<file path="src/rtl/tabby_mailbox_pkg.sv">
// Purpose: shared constants for the tabby mailbox (register offsets, STATUS and
//          IRQ bit positions) plus the byte-lane mask helper.
// Ports:   none (package).
package tabby_mailbox_pkg;

  localparam int unsigned MB_DATA_W = 32;
  localparam int unsigned MB_ADDR_W = 3;
  localparam int unsigned MB_BE_W   = 4;

  // Word offsets in the host window
  localparam logic [MB_ADDR_W-1:0] OFF_TXDATA   = 3'd0;
  localparam logic [MB_ADDR_W-1:0] OFF_RXDATA   = 3'd1;
  localparam logic [MB_ADDR_W-1:0] OFF_STATUS   = 3'd2;
  localparam logic [MB_ADDR_W-1:0] OFF_IRQ_EN   = 3'd3;
  localparam logic [MB_ADDR_W-1:0] OFF_IRQ_PEND = 3'd4;
  localparam logic [MB_ADDR_W-1:0] OFF_SCRATCH  = 3'd5;

  // STATUS bit positions
  localparam int unsigned ST_TX_FULL    = 0;
  localparam int unsigned ST_TX_EMPTY   = 1;
  localparam int unsigned ST_RX_FULL    = 2;
  localparam int unsigned ST_RX_EMPTY   = 3;
  localparam int unsigned ST_TX_OVF     = 4;
  localparam int unsigned ST_RX_UNF     = 5;
  localparam int unsigned ST_TX_LVL_LSB = 8;
  localparam int unsigned ST_RX_LVL_LSB = 16;

  // IRQ_EN / IRQ_PEND bit positions
  localparam int unsigned IRQ_RX_NE = 0;
  localparam int unsigned IRQ_TX_E  = 1;
  localparam int unsigned IRQ_ERR   = 2;
  localparam int unsigned IRQ_W     = 3;

  // Expand byte enables into a 32-bit lane mask
  function automatic logic [MB_DATA_W-1:0] be_mask(input logic [MB_BE_W-1:0] be);
    logic [MB_DATA_W-1:0] m;
    m = '0;
    for (int i = 0; i < int'(MB_BE_W); i++) begin
      m[8*i +: 8] = {8{be[i]}};
    end
    return m;
  endfunction

endpackage

</file>
<file path="src/rtl/tabby_mailbox_if.sv">
// Purpose: bundles the mailbox Avalon-MM slave, TX/RX Avalon-ST and IRQ signals.
// Modports: master = host bridge + fabric side, slave = the mailbox itself.
interface tabby_mailbox_if;
  import tabby_mailbox_pkg::*;

  logic [MB_ADDR_W-1:0] avs_S1_address;
  logic [MB_DATA_W-1:0] avs_S1_writedata;
  logic [MB_BE_W-1:0]   avs_S1_byteenable;
  logic                 avs_S1_write;
  logic                 avs_S1_read;
  logic [MB_DATA_W-1:0] avs_S1_readdata;
  logic                 avs_S1_readdatavalid;
  logic                 avs_S1_waitrequest;
  logic [MB_DATA_W-1:0] aso_TX_data;
  logic                 aso_TX_valid;
  logic                 aso_TX_ready;
  logic [MB_DATA_W-1:0] asi_RX_data;
  logic                 asi_RX_valid;
  logic                 asi_RX_ready;
  logic                 ins_IRQ_irq;

  modport master (
    output avs_S1_address, avs_S1_writedata, avs_S1_byteenable, avs_S1_write, avs_S1_read,
    input  avs_S1_readdata, avs_S1_readdatavalid, avs_S1_waitrequest,
    input  aso_TX_data, aso_TX_valid,
    output aso_TX_ready,
    output asi_RX_data, asi_RX_valid,
    input  asi_RX_ready,
    input  ins_IRQ_irq
  );

  modport slave (
    input  avs_S1_address, avs_S1_writedata, avs_S1_byteenable, avs_S1_write, avs_S1_read,
    output avs_S1_readdata, avs_S1_readdatavalid, avs_S1_waitrequest,
    output aso_TX_data, aso_TX_valid,
    input  aso_TX_ready,
    input  asi_RX_data, asi_RX_valid,
    output asi_RX_ready,
    output ins_IRQ_irq
  );

endinterface

</file>
<file path="src/rtl/tabby_sync_fifo.sv">
// Purpose: single-clock show-ahead FIFO. The parent guarantees push only when
//          not full and pop only when not empty.
// Ports:   i_clk, i_rst (async, active-high), i_push/i_data, i_pop,
//          o_head (0 when empty), o_full, o_empty, o_level.
module tabby_sync_fifo #(
  parameter int unsigned DATA_W     = 32,
  parameter int unsigned DEPTH_LOG2 = 4
) (
  input  logic                  i_clk,
  input  logic                  i_rst,
  input  logic                  i_push,
  input  logic [DATA_W-1:0]     i_data,
  input  logic                  i_pop,
  output logic [DATA_W-1:0]     o_head,
  output logic                  o_full,
  output logic                  o_empty,
  output logic [DEPTH_LOG2:0]   o_level
);
  import tabby_mailbox_pkg::*;

  localparam int unsigned DEPTH = 2**DEPTH_LOG2;
  localparam int unsigned PTR_W = DEPTH_LOG2;
  localparam int unsigned LVL_W = DEPTH_LOG2 + 1;

  logic [DATA_W-1:0] r_mem [DEPTH];
  logic [PTR_W-1:0]  r_wptr;
  logic [PTR_W-1:0]  r_rptr;
  logic [LVL_W-1:0]  r_level;

  // Pointers wrap naturally at 2**DEPTH_LOG2
  always_ff @(posedge i_clk or posedge i_rst) begin
    if (i_rst) begin
      r_wptr  <= '0;
      r_rptr  <= '0;
      r_level <= '0;
    end else begin
      if (i_push) r_wptr <= r_wptr + PTR_W'(1);
      if (i_pop)  r_rptr <= r_rptr + PTR_W'(1);
      case ({i_push, i_pop})
        2'b10:   r_level <= r_level + LVL_W'(1);
        2'b01:   r_level <= r_level - LVL_W'(1);
        default: r_level <= r_level;
      endcase
    end
  end

  // Storage needs no reset; contents are invalid whenever level is zero
  always_ff @(posedge i_clk) begin
    if (i_push) r_mem[r_wptr] <= i_data;
  end

  assign o_empty = (r_level == '0);
  assign o_full  = (r_level == LVL_W'(DEPTH));
  assign o_level = r_level;
  assign o_head  = o_empty ? '0 : r_mem[r_rptr];

endmodule

</file>
<file path="src/rtl/tabby_mailbox.sv">
// Purpose: Avalon-MM mailbox: host writes feed a TX FIFO drained by an ST
//          source; an ST sink fills an RX FIFO read by the host. Level/error IRQ.
// Ports:   csi_MCLK_clk, rsi_MRST_reset (async, active-high),
//          bus (tabby_mailbox_if.slave): S1 MM slave, TX source, RX sink, IRQ.
module tabby_mailbox #(
  parameter int unsigned DEPTH_LOG2 = 4,
  parameter int unsigned DATA_W     = 32
) (
  input  logic            csi_MCLK_clk,
  input  logic            rsi_MRST_reset,
  tabby_mailbox_if.slave  bus
);
  import tabby_mailbox_pkg::*;

  localparam int unsigned LVL_W = DEPTH_LOG2 + 1;

  logic              r_waitreq;
  logic              r_rdv;
  logic [DATA_W-1:0] r_rdata;
  logic [DATA_W-1:0] r_scratch;
  logic [IRQ_W-1:0]  r_irq_en;
  logic              r_tx_ovf;
  logic              r_rx_unf;
  logic              r_irq;

  logic              w_wr_acc, w_rd_acc;
  logic              w_tx_wr, w_tx_push, w_tx_pop, w_tx_ovf_set;
  logic              w_rx_rd, w_rx_push, w_rx_pop, w_rx_unf_set;
  logic              w_err_clr;
  logic              w_tx_full, w_tx_empty, w_rx_full, w_rx_empty;
  logic [LVL_W-1:0]  w_tx_level, w_rx_level;
  logic [DATA_W-1:0] w_tx_head, w_rx_head;
  logic [DATA_W-1:0] w_wdata_m;
  logic [DATA_W-1:0] w_be_m;
  logic [DATA_W-1:0] w_status;
  logic [DATA_W-1:0] w_rd_mux;
  logic [IRQ_W-1:0]  w_irq_pend;

  assign w_wr_acc = bus.avs_S1_write & ~r_waitreq;
  assign w_rd_acc = bus.avs_S1_read  & ~r_waitreq;
  assign w_be_m    = DATA_W'(be_mask(bus.avs_S1_byteenable));
  assign w_wdata_m = DATA_W'(bus.avs_S1_writedata) & w_be_m;

  // Full/empty are start-of-cycle state: a push to a full FIFO is dropped
  // even if a pop happens the same cycle
  assign w_tx_wr      = w_wr_acc && (bus.avs_S1_address == OFF_TXDATA);
  assign w_tx_push    = w_tx_wr & ~w_tx_full;
  assign w_tx_ovf_set = w_tx_wr & w_tx_full;
  assign w_tx_pop     = bus.aso_TX_ready & ~w_tx_empty;

  assign w_rx_push    = bus.asi_RX_valid & ~w_rx_full;
  assign w_rx_rd      = w_rd_acc && (bus.avs_S1_address == OFF_RXDATA);
  assign w_rx_pop     = w_rx_rd & ~w_rx_empty;
  assign w_rx_unf_set = w_rx_rd & w_rx_empty;

  assign w_err_clr = w_wr_acc && (bus.avs_S1_address == OFF_IRQ_PEND)
                     && bus.avs_S1_writedata[IRQ_ERR];

  tabby_sync_fifo #(.DATA_W(DATA_W), .DEPTH_LOG2(DEPTH_LOG2)) u_tx_fifo (
    .i_clk   (csi_MCLK_clk),
    .i_rst   (rsi_MRST_reset),
    .i_push  (w_tx_push),
    .i_data  (w_wdata_m),
    .i_pop   (w_tx_pop),
    .o_head  (w_tx_head),
    .o_full  (w_tx_full),
    .o_empty (w_tx_empty),
    .o_level (w_tx_level)
  );

  tabby_sync_fifo #(.DATA_W(DATA_W), .DEPTH_LOG2(DEPTH_LOG2)) u_rx_fifo (
    .i_clk   (csi_MCLK_clk),
    .i_rst   (rsi_MRST_reset),
    .i_push  (w_rx_push),
    .i_data  (DATA_W'(bus.asi_RX_data)),
    .i_pop   (w_rx_pop),
    .o_head  (w_rx_head),
    .o_full  (w_rx_full),
    .o_empty (w_rx_empty),
    .o_level (w_rx_level)
  );

  // Pending causes: RX has data, TX drained, sticky error
  always_comb begin
    w_irq_pend            = '0;
    w_irq_pend[IRQ_RX_NE] = ~w_rx_empty;
    w_irq_pend[IRQ_TX_E]  = w_tx_empty;
    w_irq_pend[IRQ_ERR]   = r_tx_ovf | r_rx_unf;
  end

  // STATUS word assembly
  always_comb begin
    w_status                         = '0;
    w_status[ST_TX_FULL]             = w_tx_full;
    w_status[ST_TX_EMPTY]            = w_tx_empty;
    w_status[ST_RX_FULL]             = w_rx_full;
    w_status[ST_RX_EMPTY]            = w_rx_empty;
    w_status[ST_TX_OVF]              = r_tx_ovf;
    w_status[ST_RX_UNF]              = r_rx_unf;
    w_status[ST_TX_LVL_LSB +: 8]     = 8'(w_tx_level);
    w_status[ST_RX_LVL_LSB +: 8]     = 8'(w_rx_level);
  end

  // Read mux; RXDATA head is already 0 when the RX FIFO is empty
  always_comb begin
    w_rd_mux = '0;
    case (bus.avs_S1_address)
      OFF_RXDATA:   w_rd_mux = w_rx_head;
      OFF_STATUS:   w_rd_mux = w_status;
      OFF_IRQ_EN:   w_rd_mux = DATA_W'(r_irq_en);
      OFF_IRQ_PEND: w_rd_mux = DATA_W'(w_irq_pend);
      OFF_SCRATCH:  w_rd_mux = r_scratch;
      default:      w_rd_mux = '0;
    endcase
  end

  // Host-side registers; sticky set beats a same-cycle W1C
  always_ff @(posedge csi_MCLK_clk or posedge rsi_MRST_reset) begin
    if (rsi_MRST_reset) begin
      r_waitreq <= 1'b1;
      r_rdv     <= 1'b0;
      r_rdata   <= '0;
      r_scratch <= '0;
      r_irq_en  <= '0;
      r_tx_ovf  <= 1'b0;
      r_rx_unf  <= 1'b0;
      r_irq     <= 1'b0;
    end else begin
      r_waitreq <= 1'b0;
      r_rdv     <= w_rd_acc;
      r_rdata   <= w_rd_acc ? w_rd_mux : '0;
      if (w_wr_acc && (bus.avs_S1_address == OFF_SCRATCH))
        r_scratch <= (r_scratch & ~w_be_m) | w_wdata_m;
      if (w_wr_acc && (bus.avs_S1_address == OFF_IRQ_EN))
        r_irq_en <= bus.avs_S1_writedata[IRQ_W-1:0];
      r_tx_ovf  <= w_tx_ovf_set | (r_tx_ovf & ~w_err_clr);
      r_rx_unf  <= w_rx_unf_set | (r_rx_unf & ~w_err_clr);
      r_irq     <= |(w_irq_pend & r_irq_en);
    end
  end

  assign bus.avs_S1_readdata      = MB_DATA_W'(r_rdata);
  assign bus.avs_S1_readdatavalid = r_rdv;
  assign bus.avs_S1_waitrequest   = r_waitreq;
  assign bus.aso_TX_data          = MB_DATA_W'(w_tx_head);
  assign bus.aso_TX_valid         = ~w_tx_empty;
  assign bus.asi_RX_ready         = ~w_rx_full;
  assign bus.ins_IRQ_irq          = r_irq;

endmodule

</file>
<file path="src/flat_wrapper.sv">
// flat-port wrapper written by rule: the top's interface ports become plain ports
module tabby_mailbox_flat import tabby_mailbox_pkg::*;
#(
  parameter int unsigned DEPTH_LOG2 = 4,
  parameter int unsigned DATA_W     = 32
)
  (csi_MCLK_clk, rsi_MRST_reset, bus_avs_S1_address, bus_avs_S1_writedata, bus_avs_S1_byteenable, bus_avs_S1_write, bus_avs_S1_read, bus_avs_S1_readdata, bus_avs_S1_readdatavalid, bus_avs_S1_waitrequest, bus_aso_TX_data, bus_aso_TX_valid, bus_aso_TX_ready, bus_asi_RX_data, bus_asi_RX_valid, bus_asi_RX_ready, bus_ins_IRQ_irq);
  tabby_mailbox_if bus_i ();
  input  logic csi_MCLK_clk;
  input  logic rsi_MRST_reset;
  input wire logic [$bits(bus_i.avs_S1_address)-1:0] bus_avs_S1_address;
  input wire logic [$bits(bus_i.avs_S1_writedata)-1:0] bus_avs_S1_writedata;
  input wire logic [$bits(bus_i.avs_S1_byteenable)-1:0] bus_avs_S1_byteenable;
  input wire logic [$bits(bus_i.avs_S1_write)-1:0] bus_avs_S1_write;
  input wire logic [$bits(bus_i.avs_S1_read)-1:0] bus_avs_S1_read;
  output wire logic [$bits(bus_i.avs_S1_readdata)-1:0] bus_avs_S1_readdata;
  output wire logic [$bits(bus_i.avs_S1_readdatavalid)-1:0] bus_avs_S1_readdatavalid;
  output wire logic [$bits(bus_i.avs_S1_waitrequest)-1:0] bus_avs_S1_waitrequest;
  output wire logic [$bits(bus_i.aso_TX_data)-1:0] bus_aso_TX_data;
  output wire logic [$bits(bus_i.aso_TX_valid)-1:0] bus_aso_TX_valid;
  input wire logic [$bits(bus_i.aso_TX_ready)-1:0] bus_aso_TX_ready;
  input wire logic [$bits(bus_i.asi_RX_data)-1:0] bus_asi_RX_data;
  input wire logic [$bits(bus_i.asi_RX_valid)-1:0] bus_asi_RX_valid;
  output wire logic [$bits(bus_i.asi_RX_ready)-1:0] bus_asi_RX_ready;
  output wire logic [$bits(bus_i.ins_IRQ_irq)-1:0] bus_ins_IRQ_irq;
  assign bus_i.avs_S1_address = bus_avs_S1_address;
  assign bus_i.avs_S1_writedata = bus_avs_S1_writedata;
  assign bus_i.avs_S1_byteenable = bus_avs_S1_byteenable;
  assign bus_i.avs_S1_write = bus_avs_S1_write;
  assign bus_i.avs_S1_read = bus_avs_S1_read;
  assign bus_avs_S1_readdata = bus_i.avs_S1_readdata;
  assign bus_avs_S1_readdatavalid = bus_i.avs_S1_readdatavalid;
  assign bus_avs_S1_waitrequest = bus_i.avs_S1_waitrequest;
  assign bus_aso_TX_data = bus_i.aso_TX_data;
  assign bus_aso_TX_valid = bus_i.aso_TX_valid;
  assign bus_i.aso_TX_ready = bus_aso_TX_ready;
  assign bus_i.asi_RX_data = bus_asi_RX_data;
  assign bus_i.asi_RX_valid = bus_asi_RX_valid;
  assign bus_asi_RX_ready = bus_i.asi_RX_ready;
  assign bus_ins_IRQ_irq = bus_i.ins_IRQ_irq;
  tabby_mailbox #(.DEPTH_LOG2(DEPTH_LOG2), .DATA_W(DATA_W)) u_core (.csi_MCLK_clk(csi_MCLK_clk), .rsi_MRST_reset(rsi_MRST_reset), .bus(bus_i));
endmodule
</file>
<file path="config.mk">
export PLATFORM = sky130hd
export DESIGN_NAME = tabby_mailbox_flat
export DESIGN_NICKNAME = d
export VERILOG_FILES = /design/src/rtl/tabby_mailbox_pkg.sv /design/src/rtl/tabby_mailbox_if.sv /design/src/rtl/tabby_sync_fifo.sv /design/src/rtl/tabby_mailbox.sv /design/src/flat_wrapper.sv
export SDC_FILE = /design/constraint.sdc
export NUM_CORES = 1
export LEC_CHECK = 0
export BUFFER_PORTS_ARGS = -buffer_cell sky130_fd_sc_hd__buf_2
export CAP_MARGIN = 20
export CORE_ASPECT_RATIO = 1.5
export CORE_MARGIN = 8
export CORE_UTILIZATION = 35
export DETAILED_ROUTE_END_ITERATION = 16
export SYNTH_ARGS = -nofsm -noshare
export SYNTH_HDL_FRONTEND = slang
export SYNTH_SLANG_ARGS = --single-unit
export TNS_END_PERCENT = 5
</file>
<file path="constraint.sdc">
create_clock -name csi_MCLK_clk -period 11.78 [get_ports csi_MCLK_clk]
set_input_delay 1.767 -clock csi_MCLK_clk [delete_from_list [all_inputs] [get_ports csi_MCLK_clk]]
set_output_delay 1.767 -clock csi_MCLK_clk [all_outputs]
set_load 0.01 [all_outputs]
</file>
* Yosys cells after proc, flatten, opt, wreduce, memory -nomap -nowiden
Memories as Yosys holds them, arrays and structs flattened.
Cells that the tools add are included.
** Word-level totals
- Register bits :: 98
- Logic and storage cells :: 81
- RAM bits :: 1024
- Bits of input ports :: 77
- Memories kept :: 2
** Cells by class
- Equality and inequality tests :: 11
- Muxes and demuxes :: 10
- Reductions and logical operators :: 12
- Add/subtract/negate cells :: 8
- Bitwise operators :: 24
** Memory list
- u_core.u_rx_fifo.r_mem :: depth 16, width 32, read ports 1, clocked after memory_dff 0, wr ports 1, line tabby_sync_fifo.sv:25 : logic [DATA_W-1:0] r_mem [DEPTH];
- u_core.u_tx_fifo.r_mem :: depth 16, width 32, read ports 1, clocked after memory_dff 0, wr ports 1, line tabby_sync_fifo.sv:25
** Operators by type and width (number)
- 32-bit one-hot mux with 5 select lines :: 1
- 32-bit two-way mux :: 3
- 32-bit bitwise AND :: 2
- 32-bit inverter :: 1
- 32-bit OR :: 1
- 5-bit one-hot mux with 2 select lines :: 2
- 4-bit by 1-bit adder with 4-bit output, second input constant :: 4
- 5-bit by 1-bit adder with 5-bit output, second input constant :: 2
- 1-bit bitwise AND :: 10
- 5-bit == test, second input constant :: 2
- 5-bit logical NOT :: 2
- 5-bit by 1-bit subtractor with 5-bit output, second input constant :: 2
- 3-bit by 2-bit == test with 1-bit output, second input constant :: 2
- 3-bit == test, second input constant :: 2
- 1-bit logical AND :: 6
- 1-bit inverter :: 6
- 2-bit by 1-bit == test with 1-bit output, second input constant :: 2
- 2-bit == test, second input constant :: 2
- 1-bit two-way mux :: 4
- 2-bit nonzero test :: 2
- 3-bit bitwise AND :: 1
- 3-bit by 1-bit == test with 1-bit output, second input constant :: 1
- 3-bit logical NOT :: 1
- 1-bit OR :: 3
- 3-bit OR reduction :: 1

* Depth between registers and ports, before layout
- Depth in word-level cells :: 7
- Depth in mapped cells :: 17
- Mapped depth without buffers :: 13

* Hierarchy
From an unflattened synthesis, not the netlist that was laid out.
** Second synthesis, totals
- Cell total of the unflattened synthesis :: 2414
- Area, all modules :: 44594.0 sq um
** By module, submodules not included
- tabby_sync_fifo :: area each 20537.2 sq um, cells an instance 1054, times used 2
- tabby_mailbox :: area each 3519.6 sq um, cells an instance 306, times used 1

* Worst setup path before layout
Ideal clock, no wire load.
- Kind :: in2reg
- Start :: in bus_avs_S1_address[0]
- End :: mem u_core.u_tx_fifo.r_mem[1][0], enable pin
- Stages on the path :: 6
- Arrival :: 5.857 ns
- Path buffers :: 2
- Library setup time :: 0.501 ns
- Slack :: 5.421 ns
- Data required time :: 11.279 ns
- Cell sequence :: clkbuf_1 -> nor3_1 -> and3b_1 -> clkbuf_1 -> inv_1 -> nor4_1
** Between the ends
- Longest elaborated chain between the ends :: 5
** Ends and longest elaborated chain
- start: declaration :: line flat_wrapper.sv:11 : input wire logic [$bits(bus_i.avs_S1_address)-1:0] bus_avs_S1_address;
- 3-bit logical NOT :: line tabby_mailbox.sv:46 : assign w_tx_wr = w_wr_acc && (bus.avs_S1_address == OFF_TXDATA);
- 1-bit logical AND :: line tabby_mailbox.sv:46
- 1-bit bitwise AND :: line tabby_mailbox.sv:47 : assign w_tx_push = w_tx_wr & ~w_tx_full;
- 1-bit two-way mux :: line tabby_sync_fifo.sv:49 : if (i_push) r_mem[r_wptr] <= i_data;
- 1-bit two-way mux (implied by the code) :: line tabby_sync_fifo.sv:49
- end: declaration :: line tabby_sync_fifo.sv:25
No other way between the ends.

* Worst setup path in the final report
- Start :: reg u_core.u_tx_fifo.r_rptr[1]
- End :: out bus_aso_TX_data[5]
** Between the ends
- Longest elaborated chain between the ends :: 2
** Ends and longest elaborated chain
- start: declaration :: line tabby_sync_fifo.sv:27 : logic [PTR_W-1:0] r_rptr;
- start signal: assignment :: line tabby_sync_fifo.sv:38 : if (i_pop) r_rptr <= r_rptr + PTR_W'(1);
- memory read 16 x 32 bit
- 32-bit two-way mux :: line tabby_sync_fifo.sv:55 : assign o_head = o_empty ? '0 : r_mem[r_rptr];
- end: declaration :: line flat_wrapper.sv:19 : output wire logic [$bits(bus_i.aso_TX_data)-1:0] bus_aso_TX_data;
No other way between the ends.

==> metrics <==
first-pass GRT wire length 156,000 um; Vert. Die Dim approximately 450 um; VDD IR-drop max 0.127 mV; CP required 10.01 ns; total chip power 0.0111 W; total negative slack 0 ns; hold bufs inserted after CTS 0; Die X 304 um; worst-path fanout max a little under 60; logic gate share of total power 0.243; DRT iter0 DRCs roughly 2,000; final worst path period share 0.507; Crit. End Element output pin; pwr/cell area 222 mW/mm^2; DR vias/cell roughly 5.3; Main synth FF type edfxtp_1; Routed Antenna Nets 0; Fill cells 10,800; final setup fails 0; Layout area overhead 15.1%; Setup Skew 0.0279 ns; Core Area about 0.12 mm^2; top-count cell post-synth edfxtp_1; clock-pin slew on the worst setup and hold paths roughly 0.060 ns; DRC errors left 0; number of global-route vias before repair 21,700; Worst-Margin Slew around 1.1 ns; Commonest cells post-synth edfxtp_1 (1,024), mux4_2 (288), dfrtp_1 (97), and2_1 (66), clkbuf_1 (65); NetSw between 0.003 and 0.004 W; vias 20,700; die footprint 0.136 mm^2; Initial Util 0.352; H-tree levels 3; crit path time final 5.97 ns; asr flop ratio synth 0.0873; TritonCTS buffer count 108; final-report max-slew violation count 0; Critical Path AT 4.20 ns; drt pass-1 iters 5; Ys Warns 0; status finished, final reports clean; Post-CTS Resized 0; largest net degree at the start of global routing 63; internal power 0.00799 W; Avg Inst Size Synth ~22 um^2; number of synthesized flops with an enable pin 1,024; global route overflow 0; Routed Wire Length 109,000 um; Synth area leaders edfxtp_1 (71%), mux4_2 (15%), dfrtp_1 (5.6%); All-Layer GR Usage 0.158; wire per inst approximately 28 um; Final Hold Fails 0; post-synthesis cell area between 0.04 and 0.05 mm^2; IO Pins 146; hpwl dp 62,400 um; Hold Path Class flop to flop; relative slew slack 0.244; clock share of power 0.317; slowest cell on the critical path buf_4; slowest stage delay, CP 0.78 ns; clock root cell clkbuf_16; sequential-to-total area share from yosys stat 0.763; crit-path cells buf_4 -> buf_4 -> mux4_2 -> mux4_2 -> and2_1 -> buf_2; leakage 16.2 nW; worst-skew pair later-pin latency around 0.7 ns; CTS tree yes; CP Launch Type flop; CTS Buffer Depth 3; kind of critical path flop to output pin; Fin Hold WS 0.506 ns; Post-Syn Nets 2,094; clk sinks 1,122; Gate Count Post-Synth roughly 2,000; initial antenna violation count 31; Setup Buffers After CTS 0; post-synth top area cell edfxtp_1; port bufs 145; switch share 0.282; Final #Nets about 2,300; #FFs+latches synth 1,122; Max-cap violations 0; post-place setup slack 6.50 ns; RSZ-0062 raised after global routing false; Synth top area share 0.707; setup ws final between 5 and 6 ns; num rows 158; layout cell share with drive strength beyond 1 0.330; Synth cell types 45; sequential power share 0.439; FMAX 168 MHz; GPL Wtd Cong around 0.75
## flip-flops by register name, indices dropped and copies added (netlist names), 3 cells and up, named ones only
register and cells:
u_core.bus.avs_S1_readdata 32, u_core.r_irq_en 3, u_core.u_rx_fifo.o_level 5, u_core.u_rx_fifo.r_mem 512, u_core.u_rx_fifo.r_rptr 4, u_core.u_rx_fifo.r_wptr 4
u_core.u_tx_fifo.o_level 5, u_core.u_tx_fifo.r_mem 512, u_core.u_tx_fifo.r_rptr 4, u_core.u_tx_fifo.r_wptr 4
## stage by stage
| stage | util | std cells | instance area, um^2 |
|---|---|---|---|
| after floorplan | - | 1999 | 43500 |
| after global placement | 0.375 | 3684 | 46400 |
| after detailed placement | 0.375 | 3685 | 46400 |
| after CTS | 0.405 | 3889 | 50000 |
| after global routing | 0.405 | 3891 | 50100 |
| final | 0.406 | 3898 | 50100 |
## layout make-up
type                            instances  area [um^2]  area share
Sequential cell                      1122        33200       0.663
Tap cell                             1600         2000      0.0400
Timing Repair Buffer                  198         1160      0.0232
Antenna cell                            7         17.5    0.000350
Clock inverter                         69          763      0.0152
Inverter                               16         62.6     0.00125
Clock buffer                          135         2890      0.0576
Multi-Input combinational cell        751         9990       0.199
## metal layers
metal | vias up | share of wire | track usage
li1 | 8672 | - | -
met3 | 146 | 0.082 | 0.0412
met1 | 11100 | 0.40 | 0.198
met2 | 786 | 0.50 | 0.271
met4 | 26 | 0.021 | 0.0416
met5 | - | 0.0016 | 0
## power groups by stage
stage	registers (W)	logic (W)	clock network, W
3_3_place_gp	0.00496	0.00270	0
4_1_cts	0.00489	0.00275	0.00359
2_1_floorplan	0.00477	0.00201	0
5_1_grt	0.00492	0.00291	0.00374
6_report	0.00489	0.00270	0.00353
3_5_place_dp	0.00498	0.00275	0
## cells in the final DEF, fill, tap and decap left out, types with 16 or more instances in the layout
| cell | Yosys | final |
|---|---|---|
| buf_2 | 22 | 145 |
| nor2b_1 | 19 | 19 |
| a21oi_1 | 36 | 36 |
| mux4_2 | 288 | 288 |
| a22o_1 | 16 | 16 |
| a22oi_1 | 17 | 17 |
| mux2_2 | 53 | 53 |
| mux2i_1 | 32 | 32 |
| buf_4 | 10 | 51 |
| clkbuf_16 | 0 | 109 |
| dfrtp_1 | 97 | 89 |
| edfxtp_1 | 1024 | 1024 |
| clkbuf_1 | 65 | 20 |
| nor2_1 | 44 | 23 |
| nand2_1 | 35 | 35 |
| clkinv_2 | 0 | 24 |
| and2_1 | 66 | 66 |
| ha_1 | 18 | 18 |
| o22ai_1 | 16 | 16 |
| o21ai_0 | 17 | 17 |
| a211oi_1 | 16 | 16 |
| nor2_4 | 0 | 20 |
## cells by family (layout without fill, tap and decap cells)
| logic type | after synthesis | in the layout | share of synthesized area |
|---|---|---|---|
| adders and majority gates | 18 | 18 | 0.00518 |
| DFF | 1122 | 1122 | 0.763 |
| other | 1 | 8 | 0.0000862 |
| AOI/OAI and AO/OA | 129 | 129 | 0.0192 |
| muxes | 373 | 373 | 0.170 |
| buffers and inverters | 126 | 418 | 0.0125 |
| xor gates and xnor gates | 25 | 25 | 0.00503 |
| and+or+nand+nor | 205 | 205 | 0.0250 |
## final timing paths
check                                                        from                                       end  slack, ns  depth (start not counted)
setup / recovery           u_core.u_tx_fifo.r_rptr[1]$_DFFE_PP0P_                        bus_aso_TX_data[5]       5.81                          6
setup reg to reg           u_core.u_rx_fifo.r_rptr[0]$_DFFE_PP0P_   u_core.bus.avs_S1_readdata[2]$_DFF_PP0_       7.43                          6
hold reg to reg                                              flop  u_core.bus.avs_S1_readdata[13]$_DFF_PP0_       0.51                          1
max in group asynchronous                          rsi_MRST_reset    u_core.u_rx_fifo.r_rptr[3]$_DFFE_PP0P_       9.23                          3
min in group asynchronous                          rsi_MRST_reset    u_core.u_tx_fifo.r_wptr[0]$_DFFE_PP0P_       1.20                          2
hold / removal                                               flop  u_core.bus.avs_S1_readdata[13]$_DFF_PP0_       0.51                          1
## worst max-delay path, delay by kind of cell, from the launching register on
| kind | cells | cell delay [ns] |
|---|---|---|
| and+or+nand+nor | 1 | 0.18 |
| buffers and inverters | 3 | 1.60 |
| DFF | 1 | 0.64 |
| muxes | 2 | 0.91 |
Note: power is estimated with default switching activity, not from simulation.
